--- src/rtl/counting_bloom.sv ---
// Counting Bloom filter: insert/delete/check/clear over saturating counters,
// hash indices applied serially one per clock behind a valid/ready command/response pair.
module counting_bloom #(
    parameter int unsigned D_SIZE   = 8,
    parameter int unsigned BL_SIZE  = 32,
    parameter int unsigned NUM_HASH = 3,
    parameter int unsigned CNT_W    = 4,
    parameter int unsigned ELEM_W   = 16
) (
    input  logic              clk,
    input  logic              reset,
    input  logic              in_valid,
    output logic              in_ready,
    input  logic [1:0]        op,
    input  logic [D_SIZE:0]   data,
    output logic              resp_valid,
    input  logic              resp_ready,
    output logic              match,
    output logic              resp_err,
    output logic              resp_sat,
    output logic [ELEM_W-1:0] elem_count
);

    localparam int unsigned IDX_W  = $clog2(BL_SIZE);
    localparam int unsigned STEP_W = ((IDX_W > 3) ? IDX_W : 3) + 1;
    localparam int unsigned KEY_W  = D_SIZE + 1;
    localparam int unsigned PROD_W = KEY_W + 5;

    localparam logic [CNT_W-1:0]  SAT      = {CNT_W{1'b1}};
    localparam logic [ELEM_W-1:0] ELEM_MAX = {ELEM_W{1'b1}};

    localparam logic [1:0] OP_INS = 2'b00;
    localparam logic [1:0] OP_DEL = 2'b01;
    localparam logic [1:0] OP_CHK = 2'b10;
    localparam logic [1:0] OP_CLR = 2'b11;

    typedef enum logic [2:0] {
        S_IDLE,
        S_PROBE,
        S_UPDATE,
        S_CLEAR,
        S_RESP
    } state_t;

    state_t              r_state,      w_state_nxt;
    logic [STEP_W-1:0]   r_step,       w_step_nxt;
    logic [1:0]          r_op,         w_op_nxt;
    logic [KEY_W-1:0]    r_data,       w_data_nxt;
    logic                r_acc,        w_acc_nxt;
    logic                r_hit_sat,    w_hit_sat_nxt;
    logic                r_resp_valid, w_resp_valid_nxt;
    logic                r_match,      w_match_nxt;
    logic                r_err,        w_err_nxt;
    logic                r_sat,        w_sat_nxt;
    logic [ELEM_W-1:0]   r_elem,       w_elem_nxt;

    logic [CNT_W-1:0]    r_cnt [BL_SIZE];

    logic [PROD_W-1:0]   w_prod;
    logic [IDX_W-1:0]    w_idx;
    logic [CNT_W-1:0]    w_rd;
    logic                w_probe_ok;
    logic                w_last;
    logic                w_we;
    logic [IDX_W-1:0]    w_widx;
    logic [CNT_W-1:0]    w_wdata;

    // Hash j = r_step: full-width product, then keep the low IDX_W bits
    assign w_prod     = PROD_W'(r_data) * (PROD_W'(r_step) * PROD_W'(2) + PROD_W'(3))
                        + PROD_W'(r_step);
    assign w_idx      = w_prod[IDX_W-1:0];
    assign w_rd       = r_cnt[w_idx];
    assign w_probe_ok = r_acc & (w_rd != '0);
    assign w_last     = (r_step == STEP_W'(NUM_HASH - 1));

    assign in_ready   = (r_state == S_IDLE) & reset;
    assign resp_valid = r_resp_valid;
    assign match      = r_match;
    assign resp_err   = r_err;
    assign resp_sat   = r_sat;
    assign elem_count = r_elem;

    always_comb begin
        w_state_nxt      = r_state;
        w_step_nxt       = r_step;
        w_op_nxt         = r_op;
        w_data_nxt       = r_data;
        w_acc_nxt        = r_acc;
        w_hit_sat_nxt    = r_hit_sat;
        w_resp_valid_nxt = r_resp_valid;
        w_match_nxt      = r_match;
        w_err_nxt        = r_err;
        w_sat_nxt        = r_sat;
        w_elem_nxt       = r_elem;
        w_we             = 1'b0;
        w_widx           = w_idx;
        w_wdata          = '0;

        case (r_state)
            S_IDLE: begin
                if (in_valid) begin
                    w_op_nxt      = op;
                    w_data_nxt    = data;
                    w_step_nxt    = '0;
                    w_acc_nxt     = 1'b1;
                    w_hit_sat_nxt = 1'b0;
                    case (op)
                        OP_INS:  w_state_nxt = S_UPDATE;
                        OP_CLR:  w_state_nxt = S_CLEAR;
                        default: w_state_nxt = S_PROBE;
                    endcase
                end
            end
            S_PROBE: begin
                w_acc_nxt  = w_probe_ok;
                w_step_nxt = r_step + STEP_W'(1);
                if (w_last) begin
                    w_step_nxt = '0;
                    if (r_op == OP_CHK) begin
                        w_state_nxt      = S_RESP;
                        w_resp_valid_nxt = 1'b1;
                        w_match_nxt      = w_probe_ok;
                    end else if (w_probe_ok) begin
                        w_state_nxt = S_UPDATE;
                    end else begin
                        w_state_nxt      = S_RESP;
                        w_resp_valid_nxt = 1'b1;
                        w_err_nxt        = 1'b1;
                    end
                end
            end
            S_UPDATE: begin
                w_we       = 1'b1;
                w_step_nxt = r_step + STEP_W'(1);
                if (r_op == OP_INS) begin
                    w_hit_sat_nxt = r_hit_sat | (w_rd == SAT);
                    w_wdata       = (w_rd == SAT) ? SAT : w_rd + CNT_W'(1);
                end else begin
                    // saturated counters are sticky; floor at zero guards duplicate indices
                    w_wdata = ((w_rd == SAT) || (w_rd == '0)) ? w_rd : w_rd - CNT_W'(1);
                end
                if (w_last) begin
                    w_step_nxt       = '0;
                    w_state_nxt      = S_RESP;
                    w_resp_valid_nxt = 1'b1;
                    if (r_op == OP_INS) begin
                        w_sat_nxt  = w_hit_sat_nxt;
                        w_elem_nxt = (r_elem == ELEM_MAX) ? r_elem : r_elem + ELEM_W'(1);
                    end else begin
                        w_elem_nxt = (r_elem == '0) ? r_elem : r_elem - ELEM_W'(1);
                    end
                end
            end
            S_CLEAR: begin
                w_we       = 1'b1;
                w_widx     = r_step[IDX_W-1:0];
                w_wdata    = '0;
                w_step_nxt = r_step + STEP_W'(1);
                if (r_step == STEP_W'(BL_SIZE - 1)) begin
                    w_step_nxt       = '0;
                    w_state_nxt      = S_RESP;
                    w_resp_valid_nxt = 1'b1;
                    w_elem_nxt       = '0;
                end
            end
            S_RESP: begin
                if (resp_ready) begin
                    w_state_nxt      = S_IDLE;
                    w_resp_valid_nxt = 1'b0;
                    w_match_nxt      = 1'b0;
                    w_err_nxt        = 1'b0;
                    w_sat_nxt        = 1'b0;
                end
            end
            default: w_state_nxt = S_IDLE;
        endcase
    end

    // Control and response registers
    always_ff @(posedge clk or negedge reset) begin
        if (!reset) begin
            r_state      <= S_IDLE;
            r_step       <= '0;
            r_op         <= '0;
            r_data       <= '0;
            r_acc        <= 1'b0;
            r_hit_sat    <= 1'b0;
            r_resp_valid <= 1'b0;
            r_match      <= 1'b0;
            r_err        <= 1'b0;
            r_sat        <= 1'b0;
            r_elem       <= '0;
        end else begin
            r_state      <= w_state_nxt;
            r_step       <= w_step_nxt;
            r_op         <= w_op_nxt;
            r_data       <= w_data_nxt;
            r_acc        <= w_acc_nxt;
            r_hit_sat    <= w_hit_sat_nxt;
            r_resp_valid <= w_resp_valid_nxt;
            r_match      <= w_match_nxt;
            r_err        <= w_err_nxt;
            r_sat        <= w_sat_nxt;
            r_elem       <= w_elem_nxt;
        end
    end

    // Counter array: single write port driven by the FSM
    always_ff @(posedge clk or negedge reset) begin
        if (!reset) begin
            for (int i = 0; i < int'(BL_SIZE); i++) begin
                r_cnt[i] <= '0;
            end
        end else if (w_we) begin
            r_cnt[w_widx] <= w_wdata;
        end
    end

endmodule
--- config.mk ---
export PLATFORM = sky130hd
export DESIGN_NAME = counting_bloom
export DESIGN_NICKNAME = d
export VERILOG_FILES = /design/src/rtl/counting_bloom.sv
export SDC_FILE = /design/constraint.sdc
export NUM_CORES = 1
export LEC_CHECK = 0
export CAP_MARGIN = 20
export CORE_MARGIN = 4
export CORE_UTILIZATION = 53
export CTS_CLUSTER_DIAMETER = 150
export DETAILED_ROUTE_END_ITERATION = 10
export PLACE_DENSITY = 0.71
export REMOVE_ABC_BUFFERS = 1
export SLEW_MARGIN = 20
export SYNTH_ARGS = -nofsm -noshare
export SYNTH_HDL_FRONTEND = slang
export SYNTH_SLANG_ARGS = --single-unit
--- constraint.sdc ---
create_clock -name clk -period 8.69 [get_ports clk]
set_input_delay 1.3035 -clock clk [delete_from_list [all_inputs] [get_ports clk]]
set_output_delay 1.3035 -clock clk [all_outputs]
set_load 0.01 [all_outputs]
==> impl_metrics.toml <==
[setup_path]
cp.required_ns = 9.05
path_class = "flip-flop to flip-flop"
critical-path-slowest-cell = "a21oi_4"
critical_path.top_delay_family = "adder cells"
end_kind = "flip-flop"
reg2reg_depth = 17
reg2reg_slack_ns = 2.20
crit_chain = "inv_1 -> ha_1 -> nor2_1 -> ha_1 -> ha_1 -> inv_1 -> fa_1 -> fa_1 -> xor2_1 -> xnor2_1 -> xnor2_1 -> xnor3_1 -> mux2i_1 -> nand3_2 -> a311o_1 -> a21oi_4 -> mux2_2"
r2r_end = "r_cnt[77]"
cp-startpoint = "r_step[0]"
arrival_ns = 6.85
critPathCapture = "r_cnt[77]"
worst_r2r_startpoint = "r_step[0]"
cp_num_buf_inv = 2
startpoint_type = "flip-flop"
path_depth = 17
critical-path-max-stage-delay_ns = 0.76
crit_top_cell = "ha_1"
crit_path_max_fanout = 32

[clock_tree]
clockBufferDepth = 2
clock_tree.root_cell = "clkbuf_16"
clkLatencyLatePin_ns = 0.43
cts_tree = "yes"
cts-buffers-inserted = 17
clk_pin_slew_ns = 0.07
cts_hold_buf = 0
postCtsSetupBuffers = 0
post_cts_resize_count = 0
htree_levels = 4
cts_sinks = 166

[worst_hold_path]
hold_class = "flip-flop to flip-flop"

[yosys]
postSynthCellCount = 874
yosysSeqAreaShare_pct = 44.1
synth_cell_types = 66
netlist_area_mm2 = 0.00942
synth_edf_count = 0
avgSynthCellArea_um2 = 10.8
yosysWarnings = 0
synth_top_area_share_pct = 44.1
netlist_top_cells_area = "dfrtp_1 (44%), mux4_2 (8.1%), nand2_1 (5.2%)"
ys.flop_type = "dfrtp_1"
synth_top_area_cell = "dfrtp_1"
synthArstFlopShare_pct = 100
synth_seq_cells = 166

[outcome]
run_status = "completed"

[final_layout]
num_antenna_cells = 0
regArea_mm2 = 0.00415
syn_to_final_growth_pct = 10.6
fillers = 1438
multiInputGateArea_mm2 = 0.00482
drive_above_1_share_pct = 16.5
nets = 937

[route]
drc = 0
routedWlPerCell_um = 18.8
drtIter0Drc = 489
viasPerCell = 6.01
finalWirelength_mm = 21.2
first_pass_iters = 7
vias = 6775
drtAntennaViolNets = 0

[sta]
slew_headroom_pct = 30.0
rsz0062_at_grt = "no"
slew_viol_final = 0
max_freq_mhz = 154
setup_viol = 0
worst_pin_slew_ns = 1.04
fin_skew_ns = 0.0147
post-route-period-util_pct = 74.7
hold_viol_final = 0
final.min_clock_period_ns = 6.49
fin_setup_tns_ns = 0

[floorplan]
rows = 48
io_pins = 36
coreArea_mm2 = 0.0174
start_util_pct = 54.3
die_w_um = 141
fp.dieH_um = 141
die_area_mm2 = 0.0200

[grt]
grt_max_degree = 76
overflow = 0
antenna_found_initial = 1
grtUsageTotal_pct = 22.1
grt_pass1_wl_mm = 35.1
grt_pass1_vias = 6642

[place]
port_buffers = 31
gp_congestion = 0.886
dp_hpwl_mm = 14.0

[flow_run]
max_cap_viol_count = 0
worst register-to-register path, cell delays in order, from the launching register on:
cell and delay, ns:
dfrtp_1 0.54, inv_1 0.22, ha_1 0.41, nor2_1 0.14
ha_1 0.24, ha_1 0.28, inv_1 0.05, fa_1 0.51
fa_1 0.44, xor2_1 0.17, xnor2_1 0.19, xnor2_1 0.17
xnor3_1 0.64, mux2i_1 0.73, nand3_2 0.24, a311o_1 0.40
a21oi_4 0.76, mux2_2 0.31
synth_stat cells, types with 3 or more instances:
cell,n
a21o_1,7
o41ai_1,7
o22ai_1,11
inv_1,52
fa_1,6
nand3b_1,3
mux4_2,34
ha_1,27
a31oi_1,5
nor2b_1,9
mux2_2,37
mux2i_1,30
dfrtp_1,166
nand2b_1,6
nor3_1,8
nor4_1,8
or3_1,4
nor2_1,40
o21a_1,3
o21ai_1,25
and3_1,9
o31ai_1,15
clkbuf_1,21
buf_2,10
nand3_1,12
xor2_1,7
buf_6,10
nand2_1,131
a21oi_1,21
nor3b_1,3
nand4_1,6
a32o_1,4
a22o_1,6
and2_1,6
mux2_1,12
or2_2,5
xnor2_1,9
o31ai_2,18
o21ai_0,47
layout by cell type, fill, tap and decap left out, types with 10 or more instances in the layout:
cell type,netlist,routed
o22ai_1,11,11
mux2i_1,30,30
o21ai_0,47,47
nand3_1,12,12
inv_1,52,52
clkbuf_16,0,17
o31ai_2,18,18
mux4_2,34,34
o21ai_1,25,25
mux2_2,37,37
dfrtp_1,166,166
nor2_1,40,40
clkdlybuf4s50_1,0,30
a21oi_1,21,21
mux2_1,12,12
nand2_1,131,131
ha_1,27,26
o31ai_1,15,15
buf_4,2,10
flip-flops by register name (all words and copies together) (netlist names):
signal / flops
r_state: 3
r_cnt: 128
r_step: 6
r_op: 2
resp_sat: 1
r_data: 5
resp_err: 1
match: 1
resp_valid: 1
r_hit_sat: 1
r_acc: 1
elem_count: 16
how the worst min path moves through the flow:
stage	startpoint	endpoint	cells past startpoint
6_report	r_cnt[40]	r_cnt[40]	2
5_1_grt	r_cnt[113]	r_cnt[113]	1
4_1_cts	r_cnt[32]	r_cnt[32]	2
3_5_place_dp	r_cnt[80]	r_cnt[80]	2
3_3_place_gp	r_cnt[112]	r_cnt[112]	2
2_1_floorplan	r_cnt[35]	r_cnt[35]	2
layout make-up:
type                            count  area share, %
Sequential cell                   166           39.9
Multi-Input combinational cell    611           46.2
Clock inverter                     15           1.56
Inverter                           52           1.87
Clock buffer                       17           4.08
Timing Repair Buffer               41           3.71
Tap cell                          225           2.70
cells by family after synthesis:
| group | Yosys count | synth area share (%) |
|---|---|---|
| flip-flops | 166 | 44.1 |
| AO/OA/AOI/OAI | 185 | 13.8 |
| buffers and inverters | 97 | 4.99 |
| multiplexers | 117 | 17.8 |
| adder cells (fa/ha/maj) | 34 | 4.97 |
| AND/OR/NAND/NOR | 257 | 12.5 |
| XOR/XNOR | 18 | 1.90 |
through the flow:
stage               worst slack, ns  hold WS, ns  instances  utilization (%)  area [µm²]
CTS                            2.22        0.483       1127             60.0       10400
floorplan                      3.16        0.443        829                -        9150
detailed placement             2.26        0.466       1095             56.7        9830
finish                         2.20        0.478       1127             60.0       10400
global placement               2.32        0.456       1095             56.7        9830
global route                   1.81        0.502       1127             60.0       10400
routing by layer:
layer  vias up  wire length (µm)  global-route usage, %
met5         -                 0                      0
met4         0               265                   5.46
met3        29              1270                   4.42
met2       211             10000                   35.4
met1      3353              9660                   31.3
li1       3182                 -                      -
Power is left out: the tool's default activity adds up to more than one toggle a clock period on the data nets, which glitch-free logic cannot reach.
==> RTL edit 1: new RTL, same flow settings <==
Put one more register stage on the output `elem_count`, with the module's reset. The value now appears one clock later. The other outputs are not delayed to match.
--- a/src/rtl/counting_bloom.sv
+++ b/src/rtl/counting_bloom.sv
@@ -79,5 +79,11 @@
     assign resp_err   = r_err;
     assign resp_sat   = r_sat;
-    assign elem_count = r_elem;
+    always_ff @(posedge clk or negedge reset) begin
+        if (!reset) begin
+            elem_count <= '0;
+        end else begin
+            elem_count <= r_elem;
+        end
+    end
 
     always_comb begin
Behaviour: not the same (a bounded check fails within 10 cycles, from zero or initial values and one cycle with reset low).
==> RTL edit 1 against the unedited design <==
- sequential cell count is 16 higher
- synthesized cell count is 2.9% lower
- area after synthesis is 1.2% higher
- sequential share of layout area is 3.2 points higher
- non-clock buffer count stayed put
- worst setup slack better by 110 ps
- design area is 1.6% higher
- critical path depth is 4 higher
- routed wire length is 3.5% lower
- global-route usage is 0.38 points lower
- critical endpoint is now r_cnt[19]
Power is left out: the tool's default activity adds up to more than one toggle a clock period on the data nets, which glitch-free logic cannot reach.
==> RTL edit 1: results (changes against the unedited design) <==
- Status: finished, final reports clean
- Detailed-route wire length: 20,460 um (-3.5%)
- Average size of a mapped cell: 11.23 um^2 (+4.1%)
- Initial DRC count: 538 (+10%)
- Post-DP HPWL: 13,460 um (-4.0%)
- First-pass GRT wire length: 34,850 um (-0.84%)
- GPL Wtd Cong: 0.8246 (-6.9%)
- Arrival @ worst endpoint: 6760 ps (-90 ps)
- Initial antenna violation count: 0 (-1)
- Post-synth top cells: dfrtp_1, nand2_1, mux2_2, o21ai_1, nor2_1
- DP Worst Slack: 2347 ps (+87.05 ps)
- Drt first pass iters: 5 (-2)
- Worst hold stages: 0 (-2)
- Post-route non-filler standard cell count: 1,108 (-1.7%)
- Share of cells above drive strength 1: 0.1891 (+0.02394)
- Worst Hold End: elem_count[9]
- Seq/Total Area, Yosys: 0.4778 (+0.03697)
- Vias in the first global route: 6,702 (+0.90%)
- Area after DPL: 9977 um^2 (+1.5%)
- Clk_skew: 14.23 ps (-0.5156 ps)
- Hold Path Origin: r_elem[9]
- CP endpoint: r_cnt[19]
- Critical Path Max Stage Delay: 550 ps (-210 ps)
- Fmax: 0.1567 GHz (+1.7%)
- Drt via density: 5.873 (-2.3%)
- Flop-to-flop setup slack: 2310 ps (+110 ps)
==> RTL edit 1: cell count changes in the layout (fill, tap and decap cells not counted), sizes merged, moves of 6 or more <==
cell | before | now
mux2 | 51 | 77
o31ai | 33 | 7
inv | 59 | 36
dfrtp | 166 | 182
o21ai | 72 | 88
o22ai | 11 | 3
and3 | 9 | 2
mux2i | 32 | 25
xnor2 | 10 | 17
nor3 | 8 | 14
==> RTL edit 1: cell type report <==
cell class / instances / area (um^2)
clock buffer: 18 / 429.2
clock inverter: 14 / 180.2
fill: 1393 / 6890
inverter: 29 / 108.9
multi-input combinational: 599 / 4646
sequential: 182 / 4554
tap: 225 / 281.5
timing repair buffer: 41 / 386.6
==> RTL edit 1: logic make-up after synthesis <==
kind of cell	synth area share
AOI/OAI and AO/OA	0.1021
xor gates and xnor gates	0.02586
adders and majority gates	0.04909
DFF	0.4778
buffers and inverters	0.03544
muxes	0.1940
and+or+nand+nor	0.1156
==> RTL edit 1: stage by stage <==
step	util	hold slack [ps]
after floorplan	-	418.5
after global placement	0.5709	447.8
after detailed placement	0.5709	453.1
after CTS	0.6057	473.4
after global routing	0.6057	490.9
final	0.6057	470.3
==> RTL edit 1: worst register-to-register path: stages (launching register included) <==
cell and delay, ps:
dfrtp_1 520, inv_1 220, ha_1 410, nor2_1 130, ha_1 230, ha_1 270, inv_1 50, fa_1 510
fa_1 440, xor2_1 160, xnor2_1 310, xnor2_1 230, xnor3_1 550, mux2i_1 380, mux2i_1 160, inv_1 120
ha_1 230, nor2_1 60, mux2_2 270, o22ai_2 540, buf_4 340, mux2_2 190
==> RTL edit 1: layer usage <==
metal  global-route usage  wire length (um)
met5                    0                 0
met4              0.04091               187
met3              0.05007              1078
met2               0.3578              9730
met1               0.3009              9463
==> RTL edit 2: new RTL, same flow settings <==
Without the edit above. Set the parameter `ELEM_W` to 24 (it was 16).
--- a/src/rtl/counting_bloom.sv
+++ b/src/rtl/counting_bloom.sv
@@ -6,5 +6,5 @@
     parameter int unsigned NUM_HASH = 3,
     parameter int unsigned CNT_W    = 4,
-    parameter int unsigned ELEM_W   = 16
+    parameter int unsigned ELEM_W   = 24
 ) (
     input  logic              clk,
Ports: changed (resized elem_count); port bits go from 36 to 44. The function was not compared with the original's and may differ.
==> RTL edit 2 against the unedited design <==
- worst setup slack gained 150 ps
- sequential cell count rose by 8
- area after synthesis up 4.9%
- routed wire length rose by 5.2%
- design area rose by 5.5%
- critical endpoint is now r_cnt[92]
Power is left out: the tool's default activity adds up to more than one toggle a clock period on the data nets, which glitch-free logic cannot reach.
==> RTL edit 2: results (changes against the unedited design) <==
- Initial DRC count: 463 (-5.3%)
- Synth unique cells: 63 (-4.5%)
- Critical Path Max Stage Delay: 1060 ps (+300 ps)
- Arrival @ worst endpoint: 6660 ps (-190 ps)
- Initial antenna violation count: 0 (-1)
- Area after DPL: 10,410 um^2 (+5.9%)
- Gr usage total: 0.2229 (+0.001740)
- Clk_skew: 9.620 ps (-5.128 ps)
- Fraction of area in multi-input gates: 0.4716 (+0.009497)
- Status: finished, final reports clean
- DP Cell Count: 1,124 (+2.6%)
- Detailed-route wire length: 22,290 um (+5.2%)
- Routed len/inst: 19.28 um (+2.5%)
- First-pass GRT wire length: 36,380 um (+3.5%)
- # clk buffers: 20 (+3)
- Post-synth top cells: dfrtp_1, nand2_1, mux2_2, o21ai_0, nor2_1
- Seq/Total Area, Yosys: 0.4404 (-0.0004497)
- Post-Synth XOR/XNOR Area: 0.02632 (+0.007334)
- Multi-input gates: 640 (+4.7%)
- Area added between synthesis and finish: 11.25%
- Vias: 7,027 (+3.7%)
- Post-DP HPWL: 14,970 um (+6.8%)
- Relative slew slack: 0.3668 (+0.06632)
- Largest net degree at the start of global routing: 82 (+7.9%)
- IO buf count: 39 (+26%)
- Ranking of synthesized cells by area: dfrtp_1, mux2_2, mux4_2, ha_1, nand2_1
- Hold_ws: 476.2 ps (-1.930 ps)
- Worst Hold End: r_cnt[112]
- Synthesized instance count: 889 (+1.7%)
- Post-synthesis mux area share: 0.2144 (+0.03658)
- # nets final: 970 (+3.5%)
- Clock-cell share: 0.05312 (-0.003307)
- Flop-to-flop setup slack: 2350 ps (+150 ps)
-- RTL edit 2: cell count changes after synthesis, moves of 18 or more --
cell / delta
inv_1: -19
mux2_2: +55
o31ai_2: -18
nand2_1: -19
o21ai_1: -20
-- RTL edit 2: critical path: cells and delay by family, from the launching register on --
| kind | cells | cell delay [ps] |
|---|---|---|
| flops | 1 | 570 |
| fa+ha+maj | 6 | 2740 |
| compound gates | 2 | 650 |
| mux | 2 | 960 |
| buf+inv | 4 | 460 |
| simple gates | 3 | 840 |
-- RTL edit 2: how the worst max path moves through the flow --
stage	endpoint	slack, ps	cells past startpoint
detailed placement	r_cnt[68]	2370	17
floorplan	r_cnt[11]	2650	17
CTS	r_cnt[66]	2360	15
global route	r_cnt[92]	1770	17
finish	r_cnt[92]	2350	17
global placement	r_cnt[114]	2480	15
-- RTL edit 2: per-layer routing --
layer	global-route usage	vias up	wire length, um
met2	0.3604	177	10580
li1	-	3298	-
met5	0	-	0
met4	0.06529	0	398
met1	0.3077	3518	10200
met3	0.04464	34	1110
